===== config.mk =====
export PLATFORM = sky130hd
export DESIGN_NAME = bus_control_sequencer
export DESIGN_NICKNAME = d
export VERILOG_FILES = /design/src/rtl/bus_control_sequencer.sv
export SDC_FILE = /design/constraint.sdc
export NUM_CORES = 1
export LEC_CHECK = 0
export ABC_AREA = 1
export CORE_MARGIN = 5
export CORE_UTILIZATION = 38
export DETAILED_ROUTE_END_ITERATION = 10
export GPL_ROUTABILITY_DRIVEN = 1
export GPL_TIMING_DRIVEN = 1
export SYNTH_ARGS = -nofsm -noshare
export SYNTH_HDL_FRONTEND = slang
export SYNTH_SLANG_ARGS = --single-unit

===== constraint.sdc =====
create_clock -name clock -period 3.5 [get_ports clock]
set_input_delay 0.7 -clock clock [delete_from_list [all_inputs] [get_ports clock]]
set_output_delay 0.7 -clock clock [all_outputs]
set_load 0.03 [all_outputs]

===== src/rtl/bus_control_sequencer.sv =====
// bus_control_sequencer: T-state sequencer for the single-bus RA/RB/RZ datapath.
// Takes an op request with a start/busy/done handshake and drives the one-hot
// bus-drive selects and the register load enables. ACCUM repeats its pass
// under a down-counter.
// Optional feature macro: STEP_MODE_EN adds a `step` input. When it is set,
// each T-state holds until a cycle with step=1.
`timescale 1ns/1ps

module bus_control_sequencer #(
    parameter int CNT_W = 4
) (
    input  logic             clock,
    input  logic             clear,
    input  logic             start,
    input  logic [1:0]       op,
    input  logic [CNT_W-1:0] reps,
`ifdef STEP_MODE_EN
    input  logic             step,
`endif
    output logic             RAout,
    output logic             RBout,
    output logic             RZout,
    output logic             RAin,
    output logic             RBin,
    output logic             RZin,
    output logic             busy,
    output logic             done
);

    typedef enum logic [2:0] {IDLE, T0, T1, T2, DONE} state_t;

    localparam logic [1:0] OP_LOAD_A  = 2'b00;
    localparam logic [1:0] OP_MOVE_AB = 2'b01;
    localparam logic [1:0] OP_ADD     = 2'b10;
    localparam logic [1:0] OP_ACCUM   = 2'b11;

    state_t           state, state_nx;
    logic [1:0]       op_q, op_nx;
    logic [CNT_W-1:0] cnt, cnt_nx;
    logic             adv;
    // {busy, done, RAout, RBout, RZout, RAin, RBin, RZin}
    logic [7:0]       outs_q, outs_nx;

    assign {busy, done, RAout, RBout, RZout, RAin, RBin, RZin} = outs_q;

    // State, latched op, repeat counter and registered strobes
    always_ff @(posedge clock or negedge clear) begin
        if (!clear) begin
            state  <= IDLE;
            op_q   <= OP_LOAD_A;
            cnt    <= '0;
            outs_q <= '0;
        end else begin
            state  <= state_nx;
            op_q   <= op_nx;
            cnt    <= cnt_nx;
            outs_q <= outs_nx;
        end
    end

    // Next state, and strobes decoded from the state being entered so that they
    // appear as registers aligned with that state
    always_comb begin
        state_nx = state;
        op_nx    = op_q;
        cnt_nx   = cnt;
        outs_nx  = '0;
`ifdef STEP_MODE_EN
        adv = step;
`else
        adv = 1'b1;
`endif
        case (state)
            IDLE: begin
                if (start) begin
                    op_nx  = op;
                    cnt_nx = reps;
                    if (op == OP_ACCUM)
                        state_nx = (reps == '0) ? DONE : T1;
                    else
                        state_nx = T0;
                end
            end
            T0: if (adv) state_nx = (op_q == OP_ADD) ? T1 : DONE;
            T1: if (adv) state_nx = T2;
            T2: begin
                if (adv) begin
                    if (op_q == OP_ACCUM) begin
                        // Leaving on count==1 means the counter stops at 0, never wraps
                        cnt_nx   = cnt - CNT_W'(1);
                        state_nx = (cnt > CNT_W'(1)) ? T1 : DONE;
                    end else begin
                        state_nx = DONE;
                    end
                end
            end
            DONE:    state_nx = IDLE;
            default: state_nx = IDLE;
        endcase

        case (state_nx)
            T0: begin
                outs_nx[7] = 1'b1;
                case (op_nx)
                    OP_LOAD_A:  outs_nx[2] = 1'b1;
                    OP_MOVE_AB: begin outs_nx[5] = 1'b1; outs_nx[1] = 1'b1; end
                    OP_ADD:     outs_nx[2] = 1'b1;
                    default:    outs_nx[7] = 1'b1;
                endcase
            end
            T1: begin
                outs_nx[7] = 1'b1;
                outs_nx[0] = 1'b1;
                if (op_nx == OP_ACCUM) outs_nx[4] = 1'b1;
                else                   outs_nx[5] = 1'b1;
            end
            T2: begin
                outs_nx[7] = 1'b1;
                outs_nx[3] = 1'b1;
                outs_nx[1] = 1'b1;
            end
            DONE:    outs_nx[6] = 1'b1;
            default: outs_nx = '0;
        endcase
    end

endmodule


Word-level counts from Yosys, hierarchy flattened
Cells that the tools add are included.
{"block": "word_totals", "reg_bits": 17, "out_inout_bits": 8}
{"block": "op_classes", "add_sub_neg": 1, "magnitude_cmp": 1, "eq_ne": 15, "mux": 24, "n_reduce_logical": 7}
{"op": "3-bit two-way mux", "n": 6}
{"op": "3-bit by 2-bit == test with 1-bit output (second input constant)", "n": 4}
{"op": "3-bit one-hot mux with 4 select lines", "n": 1}
{"op": "2-bit == test (second input constant)", "n": 5}
{"op": "1-bit two-way mux", "n": 10}
{"op": "4-bit two-way mux", "n": 2}
{"op": "4-bit one-hot mux with 2 select lines", "n": 1}
{"op": "3-bit by 1-bit == test with 1-bit output (second input constant)", "n": 2}
{"op": "4-bit by 1-bit > comparator with 1-bit output (second input constant)", "n": 1}
{"op": "4-bit logical NOT", "n": 1}
{"op": "2-bit two-way mux", "n": 2}
{"op": "2-bit inequality test (second input constant)", "n": 2}
{"op": "1-bit one-hot mux with 2 select lines", "n": 2}
{"op": "4-bit by 1-bit subtractor with 4-bit output (second input constant)", "n": 1}
{"op": "3-bit == test (second input constant)", "n": 1}
{"op": "3-bit logical NOT", "n": 1}
{"op": "3-bit AND reduction", "n": 1}
{"op": "3-bit OR reduction", "n": 1}
{"op": "2-bit by 1-bit == test with 1-bit output (second input constant)", "n": 1}
{"op": "2-bit logical NOT", "n": 1}
{"op": "2-bit nonzero test", "n": 1}
{"op": "2-bit OR reduction", "n": 1}

Depth between registers and ports, before layout
Gate-level depths: netlist of run 1.
{"block": "logic_depth", "ltp_word": 8, "depth_mapped": 9}

Worst setup path before layout of run 1
No wires, ideal clock.
{"block": "synth_timing", "path_type": "in2reg", "from": "in start", "to": "reg outs_q[0]", "setup_time_ns": 0.114, "arrival_ns": 1.198, "required_time_ns": 3.386, "setup_slack_ns": 2.188, "cell_stages": 7, "n_path_buf": 0, "path_cell_list": "nand2_1 nor2_2 nand2_1 nand2_1 inv_1 nand2_2 inv_1"}
{"block": "synth_between", "elab_chain_cells": 4}
{"element": "from (decl)", "line_no": "14", "text": "input logic start,"}
{"element": "3-bit two-way mux", "line_no": "75", "text": "if (start) begin"}
{"element": "3-bit one-hot mux with 4 select lines", "line_no": "73", "text": "case (state)"}
{"element": "via state_nx[0]", "line_no": "37", "text": "state_t state, state_nx;"}
{"element": "3-bit by 2-bit == test with 1-bit output", "line_no": "101", "text": "case (state_nx)"}
{"element": "1-bit two-way mux", "line_no": "101"}
{"element": "via outs_nx[0]", "line_no": "42", "text": "logic [7:0] outs_q, outs_nx;"}
{"element": "to (signal assigned)", "line_no": "57", "text": "outs_q <= outs_nx;"}
{"element": "to (decl)", "line_no": "42"}
The timed path passes the listed nets, and every way through them passes these cells.
A chain may end at the register's enable or synchronous reset.

Worst setup path in the final report of run 1
{"block": "layout_timing", "from": "reg outs_q[2]", "to": "out RAin"}
{"element": "to (decl)", "line_no": "23", "text": "output logic RAin,"}
No word-level cell between the ends.

==> out/qor.txt, run 1 <==
status - finished clean
Yosys top cell area share - 50.1%
total global routing overflow - 0
slew at the pin with the worst max-slew slack - 740 ps
DR vias - 729
row cnt - 17
final period utilization - 56.8%
layout cells sized above 1 - 13.9%
Setup crit start - outs_q[2]
die width - 57.3 µm
Slew Limit Fails - 0
total wire length - 1680 µm
Logic pwr share - 50.2%
Synth area leaders - dfrtp_1 50%, nand2_1 11%, inv_1 6.6%
Inserted Clock Buffers - 3
Finished Core Util - 49.4%
Port Buffers - 16
H-tree depth - 1
most frequent cells in the layout - 26 x nand2_1, 17 x dfrtp_1, 16 x clkdlybuf4s50_1
worst-path cell chain - clkdlybuf4s50_1
Final Skew - 3.31 ps
largest net degree at the start of global routing - 18
die height - 57.3 µm
Root Driver - clkbuf_4
HP Class - reg2reg
antenna violations before repair - 0
cts hold-fix bufs - 0
syn_nets - 113
setup violators final - 0
Top delay family on crit path - buffers and inverters
Seq cells post-synth - 17
area growth from synthesis to layout - 26.1%
Pint - 0.476 mW
Global Route Usage Sum - 11.0%
First DRT Iteration DRCs - 29
Final Hold Violating Endpoints - 0
Initial Util - 39.2%
GP Congestion - 0.854
P_sw - 0.381 mW
vias per cell - 4.86
Crit path required time - 2800 ps
CP Launch Type - flip-flop
Synth area leader - dfrtp_1
register area share after synthesis - 50.1%
core area - 0.00217 mm²
Worst path slowest cell - clkdlybuf4s50_1
Cell variety after synth - 18
WP buf/inv - 1
CTS tree - built
dpl hpwl - 1340 µm
# clock sinks - 17
CTS clk-pin slew, worst paths - 90 ps
commonest non-fill, non-tap cell in the layout - nand2_1
max incr delay on CP - 670 ps
Mapped Area - 850 µm²
pwr/cell area - 801 mW/mm²
Pleak - 0.533 nW
slew margin rel. - 50.5%
max cap viols - 0
1st-pass router iterations - 4
min cycle time layout - 1990 ps
nets@finish - 134
vias in the first global route - 633
Post-CTS Repair Setup Buffers - 0
RSZ-0062 raised after global routing - false
largest fanout on the critical path - 1
antenna-violating nets left - 0
sum of negative setup slack - 0 ps
global-route wire length before repair - 2750 µm
WS Path Type - reg2out
Clock Latency Late Sink - 290 ps
Placed Cells incl. Taps - 146
sequential group share of total power - 37.9%
Peak VDD IR - 0.000369 V
Yosys warnings - 0
Cells after Synth - 102
Max Fclk - 503 MHz
hold_sp - state[0]
# DRC - 0
switching share of power - 44.4%
Layout Cells excl Fill - 150
clock power share - 11.9%
crit end category - output pin
CTS Buffer Depth - 2
post_cts resized - 0
die footprint - 0.00328 mm²
FF-to-FF Start - state[2]
drt wl/cell - 11.2 µm
Crit path arrival time - 1290 ps
ant diodes - 0
Ports - 17
syn avg cell area - 8.33 µm²
## Yosys cell counts, drive strengths merged
library cell	n
a21oi	1
o21ai	7
ha	2
nor3	1
nor2	13
dfrtp	17
o211ai	1
inv	16
or2	1
nand2	27
nand3	12
nand4	4
## logic make-up after synthesis
group	synth area share [%]
AOI/OAI and AO/OA	6.48
adders and majority gates	2.95
buffers and inverters	7.07
DFF	50.1
and+or+nand+nor	33.4
## path summary, 6_finish.rpt
path                              to  slack [ps]  cells past startpoint
max in group asynchronous     cnt[0]        2190                      1
max reg2reg                   cnt[1]        2150                      5
min reg2reg                outs_q[3]         580                      1
min in group asynchronous   state[0]         840                      1
min                        outs_q[3]         580                      1
max                             RAin        1510                      1
## registers in the layout, indices dropped and copies added, names as in the netlist
signal  flops
cnt         4
outs_q      8
op_q        2
state       3
## cell type report
class | instances | area (µm²)
Clock buffer | 4 | 26.3
Fill cell | 212 | 1100
Inverter | 16 | 60.1
Multi-Input combinational cell | 69 | 364
Sequential cell | 17 | 425
Tap cell | 28 | 35.0
Timing Repair Buffer | 16 | 160
## stage by stage
stage	power (mW)	instance area [µm²]	hold slack (ps)	worst slack [ps]
2_1_floorplan	0.628	850	404	2190
3_3_place_gp	0.756	1040	565	1600
3_5_place_dp	0.764	1040	557	1570
4_1_cts	0.869	1070	574	1500
5_1_grt	0.936	1070	606	1460
6_report	0.857	1070	575	1510
## power by group through the flow
stage	clock, mW	sequential, mW	combinational [mW]
2_1_floorplan	0	0.382	0.246
3_3_place_gp	0	0.328	0.428
3_5_place_dp	0	0.330	0.433
4_1_cts	0.108	0.325	0.436
5_1_grt	0.115	0.337	0.484
6_report	0.102	0.325	0.430
## per-layer routing
| metal | part of all wire, % | wire length [µm] | vias to the layer above | global-route usage, % |
|---|---|---|---|---|
| li1 | - | - | 369 | - |
| met1 | 46 | 771 | 332 | 14.1 |
| met2 | 47 | 784 | 23 | 17.1 |
| met3 | 5.2 | 88 | 5 | 2.49 |
| met4 | 2.2 | 37 | 0 | 6.29 |
| met5 | 0 | 0 | - | 0 |
(Power assumes the default switching activity.)
==> run 2, diff against run 1 <==
- clock period: 3.5 -> 1.95 ns (I/O delays scaled with it)
==> run 2 against run 1 <==
Power up 80%. Global-route usage up 0.67 points. Non-clock buffer count up 1. Final cell count up 0.67%. Setup slack worse by 1200 ps. Register-to-register slack worse by 1600 ps. Cell area up 0.82%. Clock skew down 1.4 ps. Sequential share of layout area down 0.32 points. Die area unchanged. Via count down 2.2%. Critical endpoint unchanged. Largest power group unchanged. Highest routed layer unchanged.
==> out/qor.txt, run 2 (synthesis results as in run 1) <==
core area - 0.00217 mm² (unchanged)
worst-path cell chain - clkdlybuf4s50_1
max cap viols - 0 (unchanged)
# DRC - 0 (unchanged)
crit end category - output pin
max reg flops - 8 (unchanged)
total wire length - 1720 µm (+2.0%)
Inserted Clock Buffers - 3 (unchanged)
post_cts resized - 0 (unchanged)
status - finished clean
Post-CTS Repair Setup Buffers - 0 (unchanged)
Peak VDD IR - 0.000808 V (+120%)
dpl hpwl - 1350 µm (+0.77%)
Crit path arrival time - 1300 ps (about the same)
antenna violations before repair - 0 (unchanged)
Crit. path cell count - 1 (unchanged)
Ports - 17 (unchanged)
Initial Util - 39.2% (unchanged)
setup violators final - 0 (unchanged)
# clock sinks - 17 (unchanged)
die height - 57.3 µm (unchanged)
RR Endpoint - cnt[1]
Final Instance Area - 0.00108 mm² (+0.82%)
antenna-violating nets left - 0 (unchanged)
Port Buffers - 16 (unchanged)
Setup crit start - outs_q[2]
max incr delay on CP - 660 ps (about the same)
CTS Buffer Depth - 2 (unchanged)
Clock Latency Late Sink - 290 ps (about the same)
CTS tree - built
drt wl/cell - 11.4 µm (+1.3%)
Global Route Usage Sum - 11.7% (+0.67 points)
RSZ-0062 raised after global routing - false
R2R depth - 5 (unchanged)
largest net degree at the start of global routing - 18 (unchanged)
die width - 57.3 µm (unchanged)
Pleak - 0.540 nW (+1.4%)
row cnt - 17 (unchanged)
Crit path required time - 1560 ps (-1240 ps)
largest registers - outs_q x8, cnt x4, state x3
commonest non-fill, non-tap cell in the layout - nand2_1
WP buf/inv - 1 (unchanged)
WS Path Type - reg2out
min cycle time layout - 1690 ps
sum of negative setup slack - 0 ps (unchanged)
vias in the first global route - 687 (+8.5%)
cts hold-fix bufs - 0 (unchanged)
vias per cell - 4.72 (-2.8%)
HP Class - in2async
Placed Cells incl. Taps - 147 (+0.68%)
global-route wire length before repair - 2990 µm (+8.8%)
H-tree depth - 1 (unchanged)
DR vias - 713 (-2.2%)
Fillers - 210 (-0.94%)
die footprint - 0.00328 mm² (unchanged)
Layout Cells excl Fill - 151 (+0.67%)
slew at the pin with the worst max-slew slack - 306 ps (-434 ps)
Max Fclk - 593 MHz
layout cells sized above 1 - 15.4% (+1.5 points)
GP Congestion - 0.853 (-0.16%)
ant diodes - 0 (unchanged)
pwr/cell area - 1430 mW/mm² (+78%)
nets@finish - 135 (+0.75%)
total global routing overflow - 0 (unchanged)
Top reg by flops - outs_q
CP Launch Type - flip-flop
Top delay family on crit path - buffers and inverters
Final Hold Violating Endpoints - 0 (unchanged)
Reg area - 425 µm² (unchanged)
largest fanout on the critical path - 1 (unchanged)
1st-pass router iterations - 4 (unchanged)
final period utilization - 86.5%
R2R Setup Slk - 590 ps (-1560 ps)
FF-to-FF Start - state[2]
CTS clk-pin slew, worst paths - 100 ps (about the same)
Final Skew - 1.86 ps (-1.44 ps)
Post-Place Cell Area - 0.00105 mm² (+0.72%)
most frequent cells in the layout - 26 x nand2_1, 17 x dfrtp_1, 16 x clkdlybuf4s50_1
Multi-input gate area - 364 µm² (unchanged)
area growth from synthesis to layout - 27.1%
slew margin rel. - 79.5% (+29 points)
Slew Limit Fails - 0 (unchanged)
CP endpoint - RAin
Worst path slowest cell - clkdlybuf4s50_1
First DRT Iteration DRCs - 13 (-55%)
Root Driver - clkbuf_4
[run 2: worst min-delay path by stage]
stage	from	endpoint	slack (ps)
final	clear	outs_q[1]	420
after global routing	clear	outs_q[1]	440
after CTS	clear	outs_q[1]	420
after detailed placement	state[0]	outs_q[3]	560
after global placement	state[0]	outs_q[3]	560
after floorplan	clear	cnt[0]	90
[run 2: final cells by class]
type / count / area share [%]
Multi-Input combinational cell: 69 / 33.7
Clock inverter: 1 / 0.463
Clock buffer: 3 / 2.09
Sequential cell: 17 / 39.4
Timing Repair Buffer: 17 / 15.5
Inverter: 16 / 5.56
Tap cell: 28 / 3.24
[run 2: power by group]
part	switching [mW]	internal (mW)	leakage, nW
Clock	0.110	0.0762	0.0177
Sequential	0.0913	0.492	0.217
Combinational	0.487	0.284	0.306
[run 2: through the flow]
| stage | worst slack [ps] | util, % | hold WS, ps | total power, mW |
|---|---|---|---|---|
| floorplan | 786 | - | 94.4 | 1.13 |
| global placement | 357 | 48.5 | 563 | 1.36 |
| detailed placement | 323 | 48.5 | 563 | 1.37 |
| CTS | 249 | 49.8 | 420 | 1.57 |
| global route | 214 | 49.8 | 441 | 1.69 |
| finish | 263 | 49.8 | 419 | 1.54 |
[run 2: routing by layer]
metal	GRT usage (%)	wire, µm
met3	2.26	69
met1	15.2	799
met2	19.1	810
met5	0	0
met4	4.97	35
